==> src/rtl/seq_check.sv <==
`default_nettype none
// ============================================================================
// Module   : seq_check
// Purpose  : Sequence monitor for the lab counter stage. Samples the 4-bit
//            count, 2-bit phase and terminal-count flag on every enabled
//            clock, locks after LOCK_N consecutive legal transitions, then
//            flags, counts and recovers from sequence breaks. Also counts
//            count wrap-arounds seen while locked.
// Ports    : clk        - rising-edge clock
//            reset      - asynchronous active-high reset, clears all state
//            en         - sample enable (inputs ignored when low)
//            clr        - synchronous clear of err_cnt, wrap_cnt, err_sticky
//            cnt_in     - upstream 4-bit count
//            phase_in   - upstream phase (advances once per count wrap)
//            carry_in   - upstream terminal-count flag
//            locked     - high while the monitor is in LOCK
//            mismatch   - one-clock pulse on a bad transition seen in LOCK
//            err_sticky - set by mismatch, cleared by clr/reset
//            err_cnt    - saturating count of mismatches
//            wrap_cnt   - modulo count of good 15->0 transitions in LOCK
//            state      - FSM state for debug
// Options  : SEQ_CHECK_PHASE_EN - when defined, phase_in is also checked
//            (it must advance exactly on a 15->0 count wrap and hold
//            otherwise). When undefined, phase_in is ignored.
// Revision : 1.0 - initial release
// ============================================================================
module seq_check #(
  parameter int LOCK_N = 3,   // good transitions needed to lock, 1..15
  parameter int CNT_W  = 8    // width of err_cnt and wrap_cnt
) (
  input  logic             clk,
  input  logic             reset,
  input  logic             en,
  input  logic             clr,
  input  logic [3:0]       cnt_in,
  input  logic [1:0]       phase_in,
  input  logic             carry_in,
  output logic             locked,
  output logic             mismatch,
  output logic             err_sticky,
  output logic [CNT_W-1:0] err_cnt,
  output logic [CNT_W-1:0] wrap_cnt,
  output logic [1:0]       state
);

  typedef enum logic [1:0] {
    IDLE  = 2'b00,
    SYNC  = 2'b01,
    LOCK  = 2'b10,
    FAULT = 2'b11
  } state_t;

  localparam logic [3:0]       C_LOCK_N  = 4'(LOCK_N);
  localparam logic [CNT_W-1:0] C_CNT_ONE = CNT_W'(1);
  localparam logic [CNT_W-1:0] C_CNT_MAX = '1;

  state_t           r_state;
  state_t           w_state_nxt;
  logic [3:0]       r_prev_cnt;
  logic [3:0]       r_good_run;
  logic [3:0]       w_good_run_nxt;
  logic             w_good;
  logic             w_phase_ok;
  logic             w_bad_lock;   // bad transition evaluated while locked
  logic             w_wrap_lock;  // good 15->0 transition while locked
  logic             r_locked;
  logic             r_mismatch;
  logic             r_err_sticky;
  logic [CNT_W-1:0] r_err_cnt;
  logic [CNT_W-1:0] r_wrap_cnt;

  // --------------------------------------------------------------------------
  // Phase tracking (optional)
  // --------------------------------------------------------------------------
`ifdef SEQ_CHECK_PHASE_EN
  logic [1:0] r_prev_phase;

  always_ff @(posedge clk or posedge reset) begin
    if (reset) begin
      r_prev_phase <= '0;
    end else if (en) begin
      r_prev_phase <= phase_in;
    end
  end

  // Phase advances only on the sample that follows a count of 15.
  assign w_phase_ok = (r_prev_cnt == 4'hF) ? (phase_in == r_prev_phase + 2'd1)
                                           : (phase_in == r_prev_phase);
`else
  logic w_unused_phase;

  assign w_unused_phase = ^phase_in;
  assign w_phase_ok     = 1'b1;
`endif

  // --------------------------------------------------------------------------
  // Transition check against the previous enabled sample
  // --------------------------------------------------------------------------
  assign w_good = (cnt_in == r_prev_cnt + 4'd1) &&
                  (carry_in == (cnt_in == 4'hF)) &&
                  w_phase_ok;

  // --------------------------------------------------------------------------
  // FSM: state register
  // --------------------------------------------------------------------------
  always_ff @(posedge clk or posedge reset) begin
    if (reset) begin
      r_state <= IDLE;
    end else begin
      r_state <= w_state_nxt;
    end
  end

  // --------------------------------------------------------------------------
  // FSM: next state, run length and event strobes
  // --------------------------------------------------------------------------
  always_comb begin
    w_state_nxt    = r_state;
    w_good_run_nxt = r_good_run;
    w_bad_lock     = 1'b0;
    w_wrap_lock    = 1'b0;

    case (r_state)
      IDLE: begin
        // First enabled sample only becomes the reference.
        if (en) begin
          w_state_nxt    = SYNC;
          w_good_run_nxt = '0;
        end
      end

      SYNC: begin
        if (en) begin
          if (w_good) begin
            w_good_run_nxt = r_good_run + 4'd1;
            if (w_good_run_nxt == C_LOCK_N) begin
              w_state_nxt = LOCK;
            end
          end else begin
            // Breaks while hunting for lock are silent: just restart the run.
            w_good_run_nxt = '0;
          end
        end
      end

      LOCK: begin
        if (en) begin
          if (w_good) begin
            w_wrap_lock = (r_prev_cnt == 4'hF);
          end else begin
            w_bad_lock  = 1'b1;
            w_state_nxt = FAULT;
          end
        end
      end

      FAULT: begin
        // FAULT is a fixed single-clock recovery step; it does not wait on
        // en. Any sample taken here is a fresh reference, not evaluated.
        w_state_nxt    = SYNC;
        w_good_run_nxt = '0;
      end

      default: begin
        w_state_nxt    = IDLE;
        w_good_run_nxt = '0;
      end
    endcase
  end

  // --------------------------------------------------------------------------
  // Reference sample and run-length registers
  // --------------------------------------------------------------------------
  always_ff @(posedge clk or posedge reset) begin
    if (reset) begin
      r_prev_cnt <= '0;
      r_good_run <= '0;
    end else begin
      if (en) begin
        r_prev_cnt <= cnt_in;
      end
      r_good_run <= w_good_run_nxt;
    end
  end

  // --------------------------------------------------------------------------
  // Status outputs
  // --------------------------------------------------------------------------
  always_ff @(posedge clk or posedge reset) begin
    if (reset) begin
      r_locked     <= 1'b0;
      r_mismatch   <= 1'b0;
      r_err_sticky <= 1'b0;
    end else begin
      r_locked   <= (w_state_nxt == LOCK);
      r_mismatch <= w_bad_lock;
      // A new error wins over a simultaneous clear.
      if (w_bad_lock) begin
        r_err_sticky <= 1'b1;
      end else if (clr) begin
        r_err_sticky <= 1'b0;
      end
    end
  end

  // --------------------------------------------------------------------------
  // Event counters: clear first, then apply this edge's increment
  // --------------------------------------------------------------------------
  always_ff @(posedge clk or posedge reset) begin
    if (reset) begin
      r_err_cnt <= '0;
    end else if (clr) begin
      r_err_cnt <= w_bad_lock ? C_CNT_ONE : '0;
    end else if (w_bad_lock && (r_err_cnt != C_CNT_MAX)) begin
      r_err_cnt <= r_err_cnt + C_CNT_ONE;
    end
  end

  always_ff @(posedge clk or posedge reset) begin
    if (reset) begin
      r_wrap_cnt <= '0;
    end else if (clr) begin
      r_wrap_cnt <= w_wrap_lock ? C_CNT_ONE : '0;
    end else if (w_wrap_lock) begin
      r_wrap_cnt <= r_wrap_cnt + C_CNT_ONE;
    end
  end

  assign locked     = r_locked;
  assign mismatch   = r_mismatch;
  assign err_sticky = r_err_sticky;
  assign err_cnt    = r_err_cnt;
  assign wrap_cnt   = r_wrap_cnt;
  assign state      = r_state;

endmodule
`default_nettype wire
==> config.mk <==
export PLATFORM = sky130hd
export DESIGN_NAME = seq_check
export DESIGN_NICKNAME = d
export VERILOG_FILES = /design/src/rtl/seq_check.sv
export SDC_FILE = /design/constraint.sdc
export NUM_CORES = 1
export LEC_CHECK = 0
export ABC_AREA = 1
export BUFFER_PORTS_ARGS = -buffer_cell sky130_fd_sc_hd__buf_2
export CAP_MARGIN = 20
export CORE_MARGIN = 4
export CORE_UTILIZATION = 55
export DETAILED_ROUTE_END_ITERATION = 10
export PLACE_DENSITY = 0.75
export SLEW_MARGIN = 0
export SYNTH_ARGS = -nofsm -noshare
export SYNTH_HDL_FRONTEND = slang
export SYNTH_SLANG_ARGS = --single-unit
==> constraint.sdc <==
create_clock -name clk -period 2.2 [get_ports clk]
set_clock_uncertainty 0.1 [all_clocks]
set_input_delay 0.44 -clock clk [delete_from_list [all_inputs] [get_ports clk]]
set_output_delay 0.44 -clock clk [all_outputs]
set_load 0.01 [all_outputs]
==> results.json <==
{
  "dp_hpwl_um": 2600,
  "finalSetupViolCount": 0,
  "synth_top_area_share_pct": 41.0,
  "syn-num-nets": 253,
  "regToRegEndpoint": "wrap_cnt[5]",
  "endpoint_kind": "flip-flop",
  "port_buffers": 29,
  "gp_congestion": 0.795,
  "yosysWarnings": 0,
  "p_leak_uw": 0.00118,
  "reg2reg_depth": 9,
  "syn_area_um2": 1770,
  "drc": 0,
  "setup_tns_ps": 0,
  "holdWs_ps": -12.3,
  "synth.area.top_cells": "dfrtp_1 41%, nand2_1 15%, inv_1 6.1%",
  "worstSkewPairLatency_ps": 340,
  "area_growth_pct": 14.3,
  "required_ps": 2320,
  "drive_gt1_share_pct": 23.1,
  "grt_max_degree": 19,
  "post-synth-top-count-cell": "nand2_1",
  "fin_cells": 317,
  "fin_crit_sh_pct": 86.4,
  "path_clk_slew_ps": 110,
  "worst_pin_slew_ps": 462,
  "antenna_found_initial": 0,
  "drt_wl_total_um": 3480,
  "cp.arrival_ps": 2020,
  "synth.distinct_cells": 25,
  "hold_class": "in -> async",
  "startpoint": "r_prev_cnt[0]",
  "vias": 1539,
  "drv_slew": 0,
  "grt_first_pass_wirelength_um": 6170,
  "avgSynthCellArea_um2": 7.47,
  "core_um2": 3080,
  "cts_setup_buffers": 0,
  "p_per_area_nw_per_um2": 487,
  "cts_resized": 0,
  "die_area_um2": 4190,
  "pin_count": 32,
  "failed_checks": "hold timing",
  "status": "finished, violations left",
  "r2r_start": "r_prev_cnt[0]",
  "grt_pass1_vias": 1421,
  "min_period_ps": 1900,
  "timing.slew.headroom_pct": 69.1,
  "grt_overflow": 0,
  "maxCapViolCount": 0,
  "wl_per_cell_um": 11.0,
  "postSynthCellCount": 237,
  "ant_nets": 0,
  "fill_cells": 283,
  "dieWidth_um": 64.7,
  "drt-pass1-iter-count": 4,
  "ys_seq_area_share_pct": 41.0,
  "cts_tree": "yes",
  "ctsLongestPathBuffers": 2,
  "register_area_um2": 726,
  "htreeDepth": 2,
  "start_kind": "flip-flop",
  "grt_use_total_pct": 19.1,
  "synth_edf_count": 0,
  "die_y_um": 64.7,
  "rsz0062_at_grt": "false",
  "antennaDiodeCount": 0,
  "synth_top_cells_by_count": "70 x nand2_1, 29 x dfrtp_1, 29 x inv_1",
  "worstSetupPathType": "reg -> reg",
  "cts_made_buffers": 5,
  "drt-initial-drc-count": 74,
  "core.rowCount": 20,
  "multi_input_area_um2": 898,
  "ys_seq_elements": 29,
  "synth-async-reset-ratio_pct": 100,
  "yosys.area.top_type": "dfrtp_1",
  "synth_flop_cell": "dfrtp_1",
  "final_nets": 288,
  "placed_cells": 309,
  "hold_viol_final": 7,
  "start_util_pct": 57.5,
  "avgViaCountPerCell": 4.85,
  "ir_drop_mv": 0.306,
  "cts_hold_buf": 0,
  "cp_max_fo": 6,
  "cts_root_buffer": "clkbuf_4",
  "fmax_mhz": 526,
  "regToRegSetupSlack_ps": 300,
  "clkSinkCount": 29
}
## how the worst max path moves through the flow
stage                             end  slack (ps)  cells after the start
after CTS                 wrap_cnt[5]         280                      9
final                     wrap_cnt[5]         300                      9
after detailed placement  wrap_cnt[5]         310                      9
after global routing       err_cnt[7]          90                     13
after floorplan           wrap_cnt[5]         510                      9
after global placement    wrap_cnt[5]         350                      9
## registers in the layout (all words and copies together) (netlist names)
register	count
err_sticky	1
err_cnt	8
r_prev_cnt	4
locked	1
state	2
mismatch	1
r_good_run	4
wrap_cnt	8
## cells by family (layout without fill, tap and decap cells)
group / after synthesis / after routing / synth area share, %
AND/OR/NAND/NOR: 140 / 140 / 37.4
buffers and inverters: 38 / 74 / 8.27
flip-flops: 29 / 29 / 41.0
AO/OA/AOI/OAI: 14 / 14 / 4.38
XOR/XNOR: 11 / 11 / 5.44
adder cells (fa/ha/maj): 5 / 5 / 3.53
## metrics by stage
stage                     cell area (um2)  power [uW]  setup WS, ps  util [%]  hold slack [ps]
after floorplan                      1770         643           511         -              372
after global placement               1970         671           347      64.0              373
after detailed placement             1970         673           315      64.0              385
after CTS                            2020        1000           284      65.8             7.13
after global routing                 2020        1050          93.2      65.8             2.44
final                                2020         985           298      65.8            -12.3
## routing by layer
layer / routed length (um) / global-route usage, % / vias to the layer above
met5: 0 / 0 / -
met4: 50 / 8.71 / 0
met3: 163 / 4.85 / 5
met2: 1550 / 29.6 / 27
met1: 1720 / 25.0 / 683
li1: - / - / 824
## area by class of cell
| cell class | count | area share (%) |
|---|---|---|
| multi-input combinational | 170 | 44.4 |
| inverter | 36 | 6.80 |
| clock inverter | 3 | 0.865 |
| sequential | 29 | 35.8 |
| tap | 44 | 2.72 |
| clock buffer | 5 | 1.85 |
| timing repair buffer | 30 | 7.54 |
## worst max-delay path, stage by stage, from the launching register on
cell     delay [ps]
dfrtp_1         420
ha_1            320
nand2_1          70
nand2_1          60
nor2_2          140
nand3_2         110
nor2_4          180
nand4_1         200
nand3_1         120
nand2_1          70
## layout by cell type, fill, tap and decap left out, drive strengths merged
master	instances
xor2	10
clkinvlp	1
nand2	76
clkbuf	5
dfrtp	29
inv	36
nor3	3
nor3b	1
clkinv	2
xnor2	1
a21oi	2
ha	5
nand3	23
nor4	1
nor2	27
o21ai	12
buf	30
nand4	9
## power by group
group | internal (uW) | switching [uW] | total (uW) | leakage [uW]
logic | 34.7 | 79.8 | 115 | 0.000759
registers | 540 | 7.48 | 548 | 0.000393
clock network | 120 | 203 | 323 | 0.0000310
total | 695 | 290 | 985 | 0.00118
(Power assumes the default switching activity.)
